[src/rtl/alu_arb_pkg.sv]
// Shared types for the ALU issue arbiter: op codes, FSM states and the op legality check.
package alu_arb_pkg;

  localparam int ALU_OP_W = 3;

  typedef enum logic [ALU_OP_W-1:0] {
    ADD = 3'b000,
    SUB = 3'b001,
    AND = 3'b010,
    OR  = 3'b011,
    SLL = 3'b100,
    SRL = 3'b101
  } alu_op_e;

  typedef enum logic [1:0] {
    IDLE = 2'd0,
    EXEC = 2'd1,
    RESP = 2'd2
  } arb_state_e;

  // 3'b110 and 3'b111 have no ALU meaning.
  function automatic logic is_legal_op(input logic [ALU_OP_W-1:0] op);
    return !(op[2] & op[1]);
  endfunction

endpackage

[src/rtl/alu_issue_arbiter_rr_pick.sv]
// Combinational round-robin picker: the first asserted request at or after ptr wins,
// wrapping modulo NUM_REQ.
module rr_pick #(
  parameter  int NUM_REQ = 2,
  localparam int ID_W    = $clog2(NUM_REQ)
) (
  input  logic [NUM_REQ-1:0] req,
  input  logic [ID_W-1:0]    ptr,
  output logic [NUM_REQ-1:0] grant,
  output logic [ID_W-1:0]    idx,
  output logic               any
);

  localparam int SW = ID_W + 1;

  logic [SW-1:0] cand;

  always_comb begin
    grant = '0;
    idx   = '0;
    any   = 1'b0;
    cand  = '0;
    for (int k = 0; k < NUM_REQ; k++) begin
      // One extra bit so ptr+k cannot overflow before the wrap.
      cand = {1'b0, ptr} + SW'(k);
      if (cand >= SW'(NUM_REQ)) begin
        cand = cand - SW'(NUM_REQ);
      end
      if (!any && req[cand[ID_W-1:0]]) begin
        any                    = 1'b1;
        grant[cand[ID_W-1:0]]  = 1'b1;
        idx                    = cand[ID_W-1:0];
      end
    end
  end

endmodule

[src/rtl/alu_issue_arbiter.sv]
// Shares one external ALU between NUM_REQ requesters with round-robin issue and a tagged
// response channel. Define ALU_ISSUE_ARBITER_PERF_EN to add perf_issued/perf_stall counters.
module alu_issue_arbiter
  import alu_arb_pkg::*;
#(
  parameter  int NUM_REQ = 2,
  parameter  int DATA_W  = 32,
  localparam int ID_W    = $clog2(NUM_REQ)
) (
  input  logic                         clk,
  input  logic                         rst_n,
  input  logic [NUM_REQ-1:0]           req_valid,
  output logic [NUM_REQ-1:0]           req_ready,
  input  logic [NUM_REQ*DATA_W-1:0]    req_op1,
  input  logic [NUM_REQ*DATA_W-1:0]    req_op2,
  input  logic [NUM_REQ*ALU_OP_W-1:0]  req_ctrl,
  output logic                         resp_valid,
  input  logic                         resp_ready,
  output logic [DATA_W-1:0]            resp_result,
  output logic [ID_W-1:0]              resp_id,
  output logic                         resp_err,
  output logic [DATA_W-1:0]            alu_operand1,
  output logic [DATA_W-1:0]            alu_operand2,
  output logic [ALU_OP_W-1:0]          alu_control,
  input  logic [DATA_W-1:0]            alu_result,
  output logic                         busy
`ifdef ALU_ISSUE_ARBITER_PERF_EN
  ,
  output logic [31:0]                  perf_issued,
  output logic [31:0]                  perf_stall
`endif
);

  arb_state_e            state_q, state_d;
  logic [ID_W-1:0]       ptr_q, ptr_d;
  logic [ID_W-1:0]       issue_id_q, issue_id_d;
  logic [DATA_W-1:0]     op1_q, op1_d, op2_q, op2_d;
  logic [ALU_OP_W-1:0]   ctrl_q, ctrl_d;
  logic                  resp_valid_q, resp_valid_d;
  logic [DATA_W-1:0]     resp_result_q, resp_result_d;
  logic [ID_W-1:0]       resp_id_q, resp_id_d;
  logic                  resp_err_q, resp_err_d;

  logic [NUM_REQ-1:0]    grant;
  logic [ID_W-1:0]       win_idx;
  logic                  any_req;
  logic                  window;
  logic                  accept;

  rr_pick #(.NUM_REQ(NUM_REQ)) u_pick (
    .req   (req_valid),
    .ptr   (ptr_q),
    .grant (grant),
    .idx   (win_idx),
    .any   (any_req)
  );

  // A response handshake in RESP frees the ALU in the same cycle, so a new op may issue.
  always_comb begin
    window    = (state_q == IDLE) || ((state_q == RESP) && resp_ready);
    accept    = rst_n && window && any_req;
    req_ready = accept ? grant : '0;
  end

  always_comb begin
    state_d       = state_q;
    ptr_d         = ptr_q;
    issue_id_d    = issue_id_q;
    op1_d         = op1_q;
    op2_d         = op2_q;
    ctrl_d        = ctrl_q;
    resp_valid_d  = resp_valid_q;
    resp_result_d = resp_result_q;
    resp_id_d     = resp_id_q;
    resp_err_d    = resp_err_q;

    if (accept) begin
      op1_d      = req_op1[win_idx*DATA_W +: DATA_W];
      op2_d      = req_op2[win_idx*DATA_W +: DATA_W];
      ctrl_d     = req_ctrl[win_idx*ALU_OP_W +: ALU_OP_W];
      issue_id_d = win_idx;
      ptr_d      = (win_idx == ID_W'(NUM_REQ - 1)) ? '0 : win_idx + ID_W'(1);
    end

    unique case (state_q)
      IDLE: begin
        if (accept) state_d = EXEC;
      end
      EXEC: begin
        resp_valid_d  = 1'b1;
        resp_err_d    = !is_legal_op(ctrl_q);
        resp_result_d = is_legal_op(ctrl_q) ? alu_result : '0;
        resp_id_d     = issue_id_q;
        state_d       = RESP;
      end
      RESP: begin
        if (resp_ready) begin
          resp_valid_d = 1'b0;
          state_d      = accept ? EXEC : IDLE;
        end
      end
      default: state_d = IDLE;
    endcase
  end

  always_ff @(posedge clk) begin
    if (!rst_n) begin
      state_q       <= IDLE;
      ptr_q         <= '0;
      issue_id_q    <= '0;
      op1_q         <= '0;
      op2_q         <= '0;
      ctrl_q        <= '0;
      resp_valid_q  <= 1'b0;
      resp_result_q <= '0;
      resp_id_q     <= '0;
      resp_err_q    <= 1'b0;
    end else begin
      state_q       <= state_d;
      ptr_q         <= ptr_d;
      issue_id_q    <= issue_id_d;
      op1_q         <= op1_d;
      op2_q         <= op2_d;
      ctrl_q        <= ctrl_d;
      resp_valid_q  <= resp_valid_d;
      resp_result_q <= resp_result_d;
      resp_id_q     <= resp_id_d;
      resp_err_q    <= resp_err_d;
    end
  end

  assign alu_operand1 = op1_q;
  assign alu_operand2 = op2_q;
  assign alu_control  = ctrl_q;
  assign resp_valid   = resp_valid_q;
  assign resp_result  = resp_result_q;
  assign resp_id      = resp_id_q;
  assign resp_err     = resp_err_q;
  assign busy         = (state_q != IDLE);

`ifdef ALU_ISSUE_ARBITER_PERF_EN
  logic [31:0] perf_issued_q, perf_stall_q;

  always_ff @(posedge clk) begin
    if (!rst_n) begin
      perf_issued_q <= '0;
      perf_stall_q  <= '0;
    end else begin
      if (accept) perf_issued_q <= perf_issued_q + 32'd1;
      if ((|req_valid) && !accept) perf_stall_q <= perf_stall_q + 32'd1;
    end
  end

  assign perf_issued = perf_issued_q;
  assign perf_stall  = perf_stall_q;
`endif

endmodule

[config.mk]
export PLATFORM = sky130hd
export DESIGN_NAME = alu_issue_arbiter
export DESIGN_NICKNAME = d
export VERILOG_FILES = /design/src/rtl/alu_arb_pkg.sv /design/src/rtl/alu_issue_arbiter_rr_pick.sv /design/src/rtl/alu_issue_arbiter.sv
export SDC_FILE = /design/constraint.sdc
export NUM_CORES = 1
export LEC_CHECK = 0
export CORE_ASPECT_RATIO = 1.4
export CORE_MARGIN = 2
export CORE_UTILIZATION = 40
export CTS_CLUSTER_DIAMETER = 80
export CTS_CLUSTER_SIZE = 40
export DETAILED_ROUTE_END_ITERATION = 6
export PLACE_DENSITY = 0.9
export SLEW_MARGIN = 15
export SYNTH_ARGS = -nofsm -noshare
export SYNTH_HDL_FRONTEND = slang
export SYNTH_HIERARCHICAL = 1
export SYNTH_SLANG_ARGS = --single-unit
export TNS_END_PERCENT = 50
[constraint.sdc]
create_clock -name clk -period 4.2 [get_ports clk]
set_input_delay 0.42 -clock clk [delete_from_list [all_inputs] [get_ports clk]]
set_output_delay 0.42 -clock clk [all_outputs]
set_load 0.05 [all_outputs]
Yosys cells after proc, flatten, opt, wreduce, memory -nomap -nowiden
Index checks and enable logic that the tools add are counted.

Bitwise gates (word level): 2. Add/subtract/negate cells: 4. Reductions and logical operators: 13. Shift-type cells: 3. Magnitude comparators: 6. Equality and inequality tests: 4. Multipliers: 1. Multiplexer cells: 25.

Operators with widths (number): variable part select 64 x 7 -> 32 bit (2); 2-to-1 mux 32 bit (1); 2-to-1 mux 1 bit (15); 2-to-1 mux 2 bit (5); logical AND 1 bit (6); case mux 2 bit (3 select lines) (1); variable part select 6 x 4 -> 3 bit (1); < comparator 1 x 2 -> 1 bit, second input constant (2); != test 2 bit, second input constant (2); AND reduction 2 bit (2); nonzero test 2 bit (2); multiplier 1 x 2 -> 3 bit, second input constant (1); adder 1 x 1 -> 2 bit, second input constant (1); demux 1 bit (select 1 bit) (2); == test 2 x 1 -> 1 bit, second input constant (1); == test 2 bit, second input constant (1); >= comparator 1 bit, second input constant (2); >= comparator 1 x 2 -> 1 bit, second input constant (1); >= comparator 2 bit, second input constant (1); logical NOT 2 bit (1); bitwise OR 2 bit (1); case mux 1 bit (2 select lines) (1); subtractor 1 bit, second input constant (2); adder 1 bit, second input constant (1); other kinds (3) (3).

Register bits after elaboration: 106. Input port bits: 171. Word-level logic and storage cells: 68. Output and inout port bits: 105.

Longest topological paths before layout
Gate-level depths: netlist of run 1.

Depth after elaboration: 12. Mapped depth: 7. Mapped depth without buffers: 4.

Modules after synthesis
Netlist of run 1, hierarchy kept.

By module, submodules not included: alu_issue_arbiter (cells an instance 465, seq. area each 2122.0 sq um, area each 4713.3 sq um, times used 1); rr_pick (cells an instance 5, seq. area each 0.0 sq um, area each 32.5 sq um, times used 1).

Worst setup path after synthesis of run 1
OpenSTA, ideal clock, no wires.

Kind: input port to output port. From: input port rst_n. To: output port req_ready[0]. Required time: 3.780 ns. Stages: 6. Buffers on the path: 3. Setup slack: 2.271 ns. Arrival: 1.509 ns. Path through: buf_2 -> nand2_1 -> nor3_2 -> buf_6 -> buf_12 -> and2_1.

Cells in the longest elaborated chain, start to end: 3.

RTL lines: start, declared (RTL line alu_issue_arbiter.sv:11) `input logic rst_n,`; logical AND 1 bit (2 in a row) (RTL line alu_issue_arbiter.sv:61) `accept = rst_n && window && any_req;`; 2-to-1 mux 2 bit (RTL line alu_issue_arbiter.sv:62) `req_ready = accept ? grant : '0;`; end, declared (RTL line alu_issue_arbiter.sv:13) `output logic [NUM_REQ-1:0] req_ready,`.

No other way between the ends.

Final worst setup path of run 1
From: input port req_valid[0]. To: output port req_ready[1].

Cells in the longest elaborated chain, start to end: 8. Elaborated cells on any way between the ends: 13. Those cells by class: mux: 9; bitwise: 1; reduce/logical: 3.

RTL lines: start, declared (RTL line alu_issue_arbiter.sv:12) `input logic [NUM_REQ-1:0] req_valid,`; 2-to-1 mux 1 bit (implied by the code) (2 in a row) (RTL line alu_issue_arbiter_rr_pick.sv:29) `if (!any && req[cand[ID_W-1:0]]) begin`; 2-to-1 mux 1 bit (RTL line alu_issue_arbiter_rr_pick.sv:29); logical NOT 1 bit (RTL line alu_issue_arbiter_rr_pick.sv:29); logical AND 1 bit (RTL line alu_issue_arbiter_rr_pick.sv:29); 2-to-1 mux 1 bit (*) (RTL line alu_issue_arbiter_rr_pick.sv:29); via any_req (RTL line alu_issue_arbiter.sv:46) `logic any_req;`; logical AND 1 bit (*) (RTL line alu_issue_arbiter.sv:61); 2-to-1 mux 2 bit (*) (RTL line alu_issue_arbiter.sv:62).

The timed path passes the listed nets; every way through them passes the cells marked *. The select of a mux whose other input is x is not followed.

==> results by group, run 1 <==
Outcome
  • Outcome: completed

Floorplan
  • Width of the die: 96.1 um
  • Die ar.: 12,800 um^2
  • Starting Density: 40.6%
  • Ports: 276
  • Number of placement rows: 47
  • Chip height: 133 um
  • Core ar.: 11,700 um^2

STA
  • Max-slew headroom: 25.4%
  • RSZ-0062 raised after global routing: no
  • Final Max Tran Viols: 0
  • Worst slew pin tran: 1120 ps
  • Final setup TNS: 0 ps
  • Tmin final: 2930 ps
  • Final hold vios: 0
  • FMAX: 341 MHz
  • Setup violators final: 0
  • Tcrit/Tclk final: 69.7%
  • Clock skew: 7.15 ps

Cells and area
  • Register area: 2120 um^2
  • Final design utilization: 65.7%
  • Share of cells above drive strength 1: 3.45%
  • Ant diodes: 0
  • Area grow syn2layout: 61.9%
  • Filler cells: 926
  • Area of the multi-input gates: 2310 um^2
  • Layout Nets: 892

Synthesis
  • Synth top area cells: dfxtp_1, mux2i_1, nand2_1, a21boi_1, nand3_1
  • Top_reg_cell synth: dfxtp_1
  • Mean Syn Cell Area: 10.1 um^2
  • Syn nets: 641
  • Number of synthesized flops with an enable pin: 0
  • Cell with the most instances after synthesis: mux2i_1
  • Top post-synthesis cells by count: mux2i_1, dfxtp_1, nand2_1, nand3_1, a21boi_1
  • Number of synthesized register bits: 106
  • Gate Count Post-Synth: 470
  • Ys Warns: 6
  • Distinct cells, synth: 26
  • Synth top area share: 44.7%
  • Register area share after synthesis: 44.7%
  • Largest area contributor in the netlist: dfxtp_1
  • Post-Syn Area: 4750 um^2
  • Async set-reset flop share out of synthesis: 0%

Critical path
  • CP arrival: 2510 ps
  • Crit end category: output port
  • CP max FO: 7
  • WP buf/inv: 2
  • Worst path cell trace: clkdlybuf4s50_1, or2_1, nand2_1, nor3_4, and2_1, clkdlybuf4s50_1
  • Worst Reg2Reg Path Length in Cells: 4
  • Max incr delay on CP: 800 ps
  • CP max-delay cell: clkdlybuf4s50_1
  • Crit Path Class: in -> out
  • CP startpoint kind: input port
  • Crit-path leading delay family: buffers and inverters
  • WP depth: 6
  • Worst Path Required: 3780 ps
  • Critical path's most frequent cell: clkdlybuf4s50_1

Place
  • GPL Wtd Cong: 0.796
  • Dpl hpwl: 10.6 mm
  • Port Buffers: 275

CTS
  • CTS buffer count: 9
  • Num Clock Sinks: 106
  • Post-CTS Setup Bufs: 0
  • Clk root buf: clkbuf_16
  • H-tree levels: 3
  • CTS Hold Buffers Added: 0
  • Clock Pin Slew Worst Setup and Hold Paths: 60 ps
  • Post_cts resized: 0
  • CTS tree: built
  • Latest clock arrival within the worst-skew pair: 340 ps
  • Longest Clk Path Bufs: 2

Global routing
  • Initial antenna violation count: 1
  • Vias in the first global route: 4,464
  • Largest net degree at the start of global routing: 106
  • Global-route wire length before repair: 21.3 mm
  • Global Route Usage Sum: 21.5%
  • Grt ovf: 0

Route
  • Wire per inst: 16.0 um
  • Via density: 5.00
  • Initial DRC count: 98
  • Pre-antenna DRT Iters: 4
  • # DRC: 0
  • Final WL: 13.9 mm
  • Vias: 4,358
  • ANT nets after route: 0

Power and ir drop
  • Maximum VDD drop: 0.000219 V
  • P per Cell Area: 387 nW/um^2
  • Leakage power: 0.00295 uW

Job
  • # Max-Cap Violations: 0

Min path
  • Hold Crit Class: reg -> reg
  • Worst hold path depth: 2
==> worst register-to-register path: cells and delay by family, from the launching register on <==
family,cells,cell delay (ps)
flip-flops,1,350
buffers and inverters,1,870
AND/OR/NAND/NOR,2,500
multiplexers,1,370
==> layout make-up <==
class / instances / area share (%)
timing repair buffer: 279 / 36.1
multi-input combinational: 323 / 30.1
sequential: 106 / 27.6
clock buffer: 12 / 3.34
tap: 147 / 2.39
clock inverter: 3 / 0.326
inverter: 2 / 0.0977
==> power by group <==
| group | switching, uW | internal (uW) | total, uW |
|---|---|---|---|
| Combinational | 591 | 427 | 1020 |
| Clock | 355 | 434 | 789 |
| Sequential | 59.2 | 1110 | 1170 |
| Total | 1010 | 1970 | 2980 |
==> cell usage in the layout (no fill, tap or decap), types with 4 or more instances in the layout <==
cell type / synthesis / final
clkdlybuf4s50_1: 0 / 274
dfxtp_1: 106 / 106
mux2i_1: 136 / 136
a21boi_0: 7 / 7
buf_4: 2 / 4
nand3_1: 32 / 32
clkbuf_16: 0 / 9
a21boi_1: 29 / 28
nand2_1: 105 / 105
==> sequential cells by signal, summed over array words and instances (netlist names) <==
name / flops
alu_control: 3
alu_operand1: 32
resp_valid: 1
issue_id_q: 1
resp_err: 1
resp_result: 32
resp_id: 1
alu_operand2: 32
state_q: 2
ptr_q: 1
==> layer usage <==
layer	vias up	routed length [um]	GRT usage (%)
li1	2100	-	-
met1	2030	4910	22.8
met2	185	7490	37.8
met3	41	1030	5.87
met4	2	496	10.8
met5	-	13	0
==> kinds of logic after synthesis <==
logic type | Yosys count | synth area share [%]
DFF | 106 | 44.7
muxes | 136 | 28.7
buffers and inverters | 41 | 6.99
and+or+nand+nor | 147 | 13.3
AOI/OAI and AO/OA | 40 | 6.27
==> path summary, 6_finish.rpt <==
check	startpoint	endpoint	slack (ps)
worst min-delay path	resp_result[2]	resp_result[2]	450
worst min register to register	resp_result[2]	resp_result[2]	450
worst max register to register	state_q[1]	alu_operand2[15]	2040
worst max-delay path	req_valid[0]	req_ready[1]	1270
==> metrics by stage <==
stage               instance area, um^2  total power, uW  std cells  hold slack, ps  setup slack, ps
floorplan                          4750             1820        470             435             2270
global placement                   7400             2190        857             435             1300
detailed placement                 7400             2210        857             443             1280
CTS                                7680             3000        872             452             1260
global route                       7680             3100        872             477             1150
finish                             7680             2980        872             450             1270
No activity file was read; power rests on OpenSTA's default activity.
==> run 2, diff against run 1 <==
CORE_UTILIZATION = 38   (was 40)
PLACE_DENSITY = 0.87   (was 0.9)
clock period = 3 ns   (was 4.2 ns; I/O delays follow)
==> results by group, run 2 (synthesis results as in run 1) <==
CTS
  • Post-CTS Setup Bufs: 0
  • CTS buffer count: 9
  • H-tree levels: 3
  • Latest clock arrival within the worst-skew pair: 340 ps
  • CTS Hold Buffers Added: 0
  • CTS tree: built
  • Num Clock Sinks: 106
  • Post_cts resized: 0
  • Clock Pin Slew Worst Setup and Hold Paths: 80 ps
  • Clk root buf: clkbuf_16
  • Longest Clk Path Bufs: 2

Power and ir drop
  • Leakage power: 0.00302 uW
  • P per Cell Area: 571 nW/um^2
  • Power Total: 4460 uW
  • Maximum VDD drop: 0.000326 V

Floorplan
  • Number of placement rows: 48
  • Core ar.: 12,300 um^2
  • Ports: 276
  • Die ar.: 13,400 um^2
  • Starting Density: 38.7%
  • Chip height: 136 um
  • Width of the die: 98.5 um

Critical path
  • Crit Path Class: in -> out
  • CP max FO: 9
  • CP arrival: 1880 ps
  • CP startpoint kind: input port
  • Worst Path Required: 2700 ps
  • Crit end category: output port

Route
  • Initial DRC count: 118
  • Via density: 4.91
  • Pre-antenna DRT Iters: 4
  • Final WL: 14.8 mm
  • Wire per inst: 16.8 um
  • Vias: 4,321
  • # DRC: 0
  • ANT nets after route: 0

Outcome
  • Outcome: completed

Global routing
  • Vias in the first global route: 4,548
  • Grt ovf: 0
  • Global Route Usage Sum: 20.6%
  • Global-route wire length before repair: 22.1 mm
  • Largest net degree at the start of global routing: 106
  • Initial antenna violation count: 0

STA
  • RSZ-0062 raised after global routing: no
  • Tmin final: 2180 ps
  • Final setup TNS: 0 ps
  • Setup violators final: 0
  • Final hold vios: 0
  • Max-slew headroom: 28.4%
  • Clock skew: 11.8 ps
  • Worst slew pin tran: 1070 ps
  • FMAX: 459 MHz
  • Tcrit/Tclk final: 72.6%
  • Final Max Tran Viols: 0

Min path
  • Hold Crit Class: reg -> reg

Job
  • # Max-Cap Violations: 0

Cells and area
  • Area grow syn2layout: 64.8%
  • Layout Nets: 896
  • Most frequent cells in the layout: clkdlybuf4s50_1, mux2i_1, dfxtp_1
  • Share of cells above drive strength 1: 4.38%
  • Ant diodes: 0
  • Commonest non-fill, non-tap cell in the layout: clkdlybuf4s50_1
  • Filler cells: 993

Place
  • Dpl hpwl: 11.2 mm
  • GPL Wtd Cong: 0.778
  • Port Buffers: 275
==> run 2: final timing paths <==
| path | from | end | slack, ps | cells past startpoint |
|---|---|---|---|---|
| setup / recovery | req_valid[0] | req_ready[0] | 820 | 7 |
| hold / removal | resp_result[8] | resp_result[8] | 450 | 2 |
| setup reg to reg | ptr_q | alu_operand2[19] | 1130 | 5 |
| hold reg to reg | resp_result[8] | resp_result[8] | 450 | 2 |
==> run 2: report_power, final <==
part	switching, uW	internal (uW)	total [uW]
Clock	553	834	1390
Combinational	832	605	1440
Sequential	85.3	1550	1640
Total	1470	2990	4460
==> run 2: routing by layer <==
metal	global-route usage [%]	vias to the layer above	part of all wire [%]
met2	38.9	192	54
met4	8.98	0	3.6
li1	-	2108	-
met5	0	-	0
met3	4.83	36	6.0
met1	21.5	1985	36
==> run 2: per-stage QoR <==
stage	cell area (um^2)	std cells	setup slack (ps)	util [%]	hold slack, ps
floorplan	4750	470	1310	-	435
global placement	7470	864	829	60.9	438
detailed placement	7470	864	723	60.9	445
CTS	7820	880	816	63.8	456
global route	7820	880	744	63.8	471
finish	7820	880	822	63.8	450
==> run 2: final cells by class <==
| type | count | area (um^2) | area share (%) |
|---|---|---|---|
| repair buffers | 283 | 2840 | 36.3 |
| multi-input cells | 323 | 2310 | 29.5 |
| flip-flops and latches | 106 | 2120 | 27.1 |
| inverters | 2 | 7.51 | 0.0960 |
| well taps | 150 | 188 | 2.40 |
| clock inverters | 7 | 130 | 1.66 |
| clock buffers | 9 | 225 | 2.88 |
==> run 2: worst max-delay path: stages <==
cell and delay (ps):
clkdlybuf4s50_1 550, or2_1 170, nand2_1 100, nor3_4 140
buf_4 220, and2_1 230, buf_12 160
